<file path="src/rtl/multicycle_control.sv">
// Control FSM for the multicycle LEGv8 core: sequences FETCH/DECODE/EXEC/MEM/WB,
// handshakes with the shared memory port, counts retirements and flags faults.
module multicycle_control #(
  parameter int unsigned CNT_W      = 32,
  parameter int unsigned WAIT_LIMIT = 16
) (
  input  logic             clk,
  input  logic             reset,
  input  logic [10:0]      op,
  input  logic             zero,
  input  logic             mem_ready,
  output logic             mem_read,
  output logic             mem_write,
  output logic             iord,
  output logic             ir_write,
  output logic             pc_write,
  output logic             pc_src,
  output logic             reg2loc,
  output logic             alu_src,
  output logic [1:0]       alu_op,
  output logic             mem_to_reg,
  output logic             reg_write,
  output logic             retire,
  output logic [CNT_W-1:0] retire_count,
  output logic             illegal,
  output logic             fault,
  output logic [2:0]       state
);

  localparam int unsigned WaitW       = (WAIT_LIMIT < 1) ? 1 : $clog2(WAIT_LIMIT + 1);
  localparam int unsigned WaitLastInt = (WAIT_LIMIT == 0) ? 0 : WAIT_LIMIT - 1;
  localparam logic [WaitW-1:0] WaitLast = WaitLastInt[WaitW-1:0];

  typedef enum logic [2:0] {
    StFetch  = 3'd0,
    StDecode = 3'd1,
    StExec   = 3'd2,
    StMem    = 3'd3,
    StWb     = 3'd4,
    StFault  = 3'd5
  } state_e;

  typedef enum logic [2:0] {
    ClsNone  = 3'd0,
    ClsLdur  = 3'd1,
    ClsStur  = 3'd2,
    ClsCbz   = 3'd3,
    ClsRtype = 3'd4
  } cls_e;

  state_e           state_q, state_d;
  cls_e             cls_q, cls_d, dec_cls;
  logic [WaitW-1:0] wait_q, wait_d;
  logic             waiting;

  always_comb begin
    dec_cls = ClsNone;
    if (op == 11'b11111000010) begin
      dec_cls = ClsLdur;
    end else if (op == 11'b11111000000) begin
      dec_cls = ClsStur;
    end else if (op[10:3] == 8'b10110100) begin
      dec_cls = ClsCbz;
    end else if (op == 11'b10001011000 || op == 11'b11001011000 ||
                 op == 11'b10001010000 || op == 11'b10101010000) begin
      dec_cls = ClsRtype;
    end
  end

  always_comb begin
    state_d    = state_q;
    cls_d      = cls_q;
    waiting    = 1'b0;
    mem_read   = 1'b0;
    mem_write  = 1'b0;
    iord       = 1'b0;
    ir_write   = 1'b0;
    pc_write   = 1'b0;
    pc_src     = 1'b0;
    reg2loc    = 1'b0;
    alu_src    = 1'b0;
    alu_op     = 2'b00;
    mem_to_reg = 1'b0;
    reg_write  = 1'b0;
    retire     = 1'b0;
    illegal    = 1'b0;
    fault      = 1'b0;

    unique case (state_q)
      StFetch: begin
        mem_read = 1'b1;
        if (mem_ready) begin
          ir_write = 1'b1;
          pc_write = 1'b1;
          state_d  = StDecode;
        end else begin
          waiting = 1'b1;
        end
      end
      StDecode: begin
        cls_d   = dec_cls;
        reg2loc = (dec_cls == ClsStur) || (dec_cls == ClsCbz);
        if (dec_cls == ClsNone) begin
          illegal = 1'b1;
          state_d = StFetch;
        end else begin
          state_d = StExec;
        end
      end
      StExec: begin
        unique case (cls_q)
          ClsLdur: begin
            alu_src = 1'b1;
            state_d = StMem;
          end
          ClsStur: begin
            alu_src = 1'b1;
            reg2loc = 1'b1;
            state_d = StMem;
          end
          ClsRtype: begin
            alu_op  = 2'b10;
            state_d = StWb;
          end
          ClsCbz: begin
            alu_op   = 2'b01;
            reg2loc  = 1'b1;
            pc_src   = 1'b1;
            pc_write = zero;
            retire   = 1'b1;
            state_d  = StFetch;
          end
          default: state_d = StFetch;
        endcase
      end
      StMem: begin
        iord = 1'b1;
        if (cls_q == ClsStur) begin
          mem_write = 1'b1;
          reg2loc   = 1'b1;
        end else begin
          mem_read = 1'b1;
        end
        if (mem_ready) begin
          if (cls_q == ClsStur) begin
            retire  = 1'b1;
            state_d = StFetch;
          end else begin
            state_d = StWb;
          end
        end else begin
          waiting = 1'b1;
        end
      end
      StWb: begin
        reg_write  = 1'b1;
        mem_to_reg = (cls_q == ClsLdur);
        retire     = 1'b1;
        state_d    = StFetch;
      end
      StFault: fault = 1'b1;
      default: state_d = StFetch;
    endcase

    if (waiting && (WAIT_LIMIT != 0) && (wait_q == WaitLast)) begin
      state_d = StFault;
    end

    // Holding reset drops any in-flight request without waiting for a clock edge.
    if (reset) begin
      mem_read   = 1'b0;
      mem_write  = 1'b0;
      iord       = 1'b0;
      ir_write   = 1'b0;
      pc_write   = 1'b0;
      pc_src     = 1'b0;
      reg2loc    = 1'b0;
      alu_src    = 1'b0;
      alu_op     = 2'b00;
      mem_to_reg = 1'b0;
      reg_write  = 1'b0;
      retire     = 1'b0;
      illegal    = 1'b0;
      fault      = 1'b0;
    end
  end

  // Any cycle not spent waiting clears the counter, which covers entry to FETCH and MEM.
  assign wait_d = waiting ? wait_q + 1'b1 : '0;
  assign state  = state_q;

  always_ff @(posedge clk or posedge reset) begin
    if (reset) begin
      state_q      <= StFetch;
      cls_q        <= ClsNone;
      wait_q       <= '0;
      retire_count <= '0;
    end else begin
      state_q <= state_d;
      cls_q   <= cls_d;
      wait_q  <= wait_d;
      if (retire) begin
        retire_count <= retire_count + 1'b1;
      end
    end
  end

endmodule

</file>
<file path="config.mk">
export PLATFORM = sky130hd
export DESIGN_NAME = multicycle_control
export DESIGN_NICKNAME = d
export VERILOG_FILES = /design/src/rtl/multicycle_control.sv
export SDC_FILE = /design/constraint.sdc
export NUM_CORES = 1
export LEC_CHECK = 0
export CAP_MARGIN = 0
export CORE_MARGIN = 2
export CORE_UTILIZATION = 52
export CTS_CLUSTER_DIAMETER = 30
export DETAILED_ROUTE_END_ITERATION = 12
export PLACE_DENSITY = 0.86
export RECOVER_POWER = 100
export SETUP_SLACK_MARGIN = 0.4
export SLEW_MARGIN = 5
export SYNTH_ARGS = -nofsm -noshare
export SYNTH_HDL_FRONTEND = slang
export SYNTH_SLANG_ARGS = --single-unit
</file>
<file path="constraint.sdc">
create_clock -name clk -period 4.9 [get_ports clk]
set_input_delay 0.49 -clock clk [delete_from_list [all_inputs] [get_ports clk]]
set_output_delay 0.49 -clock clk [all_outputs]
set_load 0.1 [all_outputs]
</file>
==> out/metrics.yaml <==
clocking:
  cts_tree: "built"
  cts.clk_slew.worst_paths_ps: 80
  post_cts_buffers: 0
  post_cts_resized: 0
  cts_inserted_buffers: 5
  ctsHtreeMaxLevel: 2
  clock_sinks: 43
  insertion_delay_ps: 290
  cts_max_path_buffers: 2
  ctsHoldBuffers: 0
  clock-root-buffer: "clkbuf_8"
synth:
  syn_nets: 253
  synth_top_family_by_area: "simple AND/OR/NAND/NOR gates"
  synth.mux.area_fraction_pct: 0.477
  yosysUniqueCellTypes: 45
  synth_top_area_share_pct: 45.6
  synthCells: 235
  synth_area_sq_um: 2360
  yosys_warnings: 0
  synth.most_common_cell: "dfrtp_1"
  synth.avg_cell_area_sq_um: 10.0
  synth_edf_count: 0
  synth-compound-area-share_pct: 7.47
  synth_top_area_cell: "dfrtp_1"
  post_synth_xor_area_fraction_pct: 12.2
  yosysSeqAreaShare_pct: 45.6
  synth_simple_gate_area_share_pct: 29.5
  synth_ff_type: "dfrtp_1"
  synthAdderAreaFrac_pct: 1.59
  synth_seq_cells: 43
  async_reset_ff_share_pct: 100
  synth_commonest_cells: "dfrtp_1, nor2_1, nand2_1"
  synth_area_leaders: "dfrtp_1, xnor2_1, xor2_1, nor2_1, nand2_1"
sta:
  fin_crit_sh_pct: 77.1
  fin_crit_ps: 3780
  drv_slew: 52
  tightest_slew_ps: 2250
  max_clock_freq_mhz: 265
  fin_skew_ps: 7.94
  rsz0062_at_grt: "false"
  setup_viol: 0
  setup-tns-final_ps: 0
  slew_headroom_pct: -50.2
  final.setup.worst_slack_ps: 1120
  final_hold_viol_count: 0
status:
  status: "finished, violations left"
  violations: "capacitance limit, slew limit"
floorplan:
  die_x_microns: 71.4
  fp-row-count: 24
  start_util_pct: 54.2
  io_pins: 65
  fp.dieArea_sq_um: 5100
  die_h_microns: 71.4
  core_sq_um: 4350
flow_run:
  cap_violations: 2
route:
  routed_wl_microns: 5030
  drt_first_pass_iters: 4
  top_layer: "met4"
  viasPerCell: 5.50
  first_iter_violations: 88
  num_vias: 1931
  postRouteAntennaNets: 0
  route.met2.wl_microns: 2350
  wl_met1_microns: 2400
  drc: 0
  routedWlPerCell_microns: 14.3
  wl_met3_microns: 241
cells_and_area:
  final_nets: 316
  syn_to_final_growth_pct: 28.2
  fin_util_pct: 69.5
  antenna_cells: 0
  drive_gt1_share_pct: 5.02
critical_path:
  timing.rr.start: "state[0]"
  worst-path-max-fanout: 17
  critPathRequiredTime_ps: 4410
  cpMaxStageDelayCell: "dlygate4sd3_1"
  cp-end-kind: "output pin"
  max_stage_delay_ps: 1280
  startpoint_type: "input port"
  cp-startpoint: "reset"
  critPathKind: "in2out"
  arrival_ps: 3290
  cp_common_cell: "dlygate4sd3_1"
  worstPathCellList: "dlygate4sd3_1 -> nor2_1 -> o2111ai_1 -> nand2_1 -> dlygate4sd3_1"
placement:
  port_buffers: 64
  dp_slack_ps: 1240
  gp_congestion: 0.807
  dp_hpwl_microns: 3620
hold_path:
  min_path_type: "reg2reg"
  worst_hold_startpoint: "retire_count[31]"
global_route:
  overflow: 0
  grt_usage_pct: 20.4
  grt_pass1_vias: 1862
  grt_pass1_wl_microns: 8380
  antenna_found_initial: 0
  grt_max_degree: 44
power:
  leakagePower_nw: 1.39
  ir_worst_vdd_v: 0.000161
  power-per-cell-area_nw_per_um2: 215
-- flip-flops by register name, summed over array words and instances (netlist names) --
register      flops
wait_q            5
cls_q             3
retire_count     32
state             3
-- metal layers --
layer / GRT usage [%] / vias to the layer above
met1: 27.8 / 933
met4: 5.66 / 0
met5: 0 / -
met3: 3.94 / 4
met2: 33.5 / 47
li1: - / 947
-- report_power, final --
group	switching [W]	internal (W)	total, W
combinational	0.0000507	0.0000198	0.0000705
sequential	0.00000542	0.000359	0.000364
clock	0.000117	0.0000976	0.000215
total	0.000173	0.000476	0.000650
-- cells by family after synthesis --
logic type / count (synthesis)
fa+ha+maj: 3
mux: 1
xor+xnor: 33
flops: 43
simple gates: 120
compound gates: 21
buf+inv: 14
-- layout make-up --
cell class	instances	area [sq um]
Timing Repair Buffer	65	644
Clock inverter	3	15.0
Sequential cell	43	1080
Inverter	5	18.8
Fill cell	328	1330
Multi-Input combinational cell	178	1140
Tap cell	52	65.1
Clock buffer	5	68.8
-- final timing paths --
check | endpoint | slack [ps] | cells after the start
max in group asynchronous | retire_count[15] | 1980 | 3
worst max register to register | retire_count[21] | 1490 | 5
worst max-delay path | retire | 1120 | 5
min in group asynchronous | retire_count[27] | 1640 | 3
worst min-delay path | retire_count[31] | 470 | 1
worst min register to register | retire_count[31] | 470 | 1
-- per-stage QoR --
step	cell area, sq um	hold slack [ps]	cells	power, W
3_3_place_gp	3020	449	343	0.000444
4_1_cts	3110	478	351	0.000657
2_1_floorplan	2370	433	235	0.000417
6_report	3030	470	351	0.000650
3_5_place_dp	3020	465	343	0.000445
5_1_grt	3030	499	351	0.000673
-- critical path: cells and delay by family --
family	cells	cell delay (ps)
buf+inv	2	1920
simple gates	2	670
compound gates	1	190
-- layout by cell type, fill, tap and decap left out, types with 8 or more instances in the layout --
| master | instances |
|---|---|
| nand2_1 | 21 |
| nand4_1 | 8 |
| and4_1 | 8 |
| nor3_1 | 11 |
| and3_1 | 9 |
| clkdlybuf4s50_1 | 12 |
| nand3_1 | 12 |
| nor2_1 | 25 |
| xor2_1 | 14 |
| dlygate4sd3_1 | 52 |
| dfrtp_1 | 43 |
| xnor2_1 | 19 |
Power figures use the tool's default switching activity.
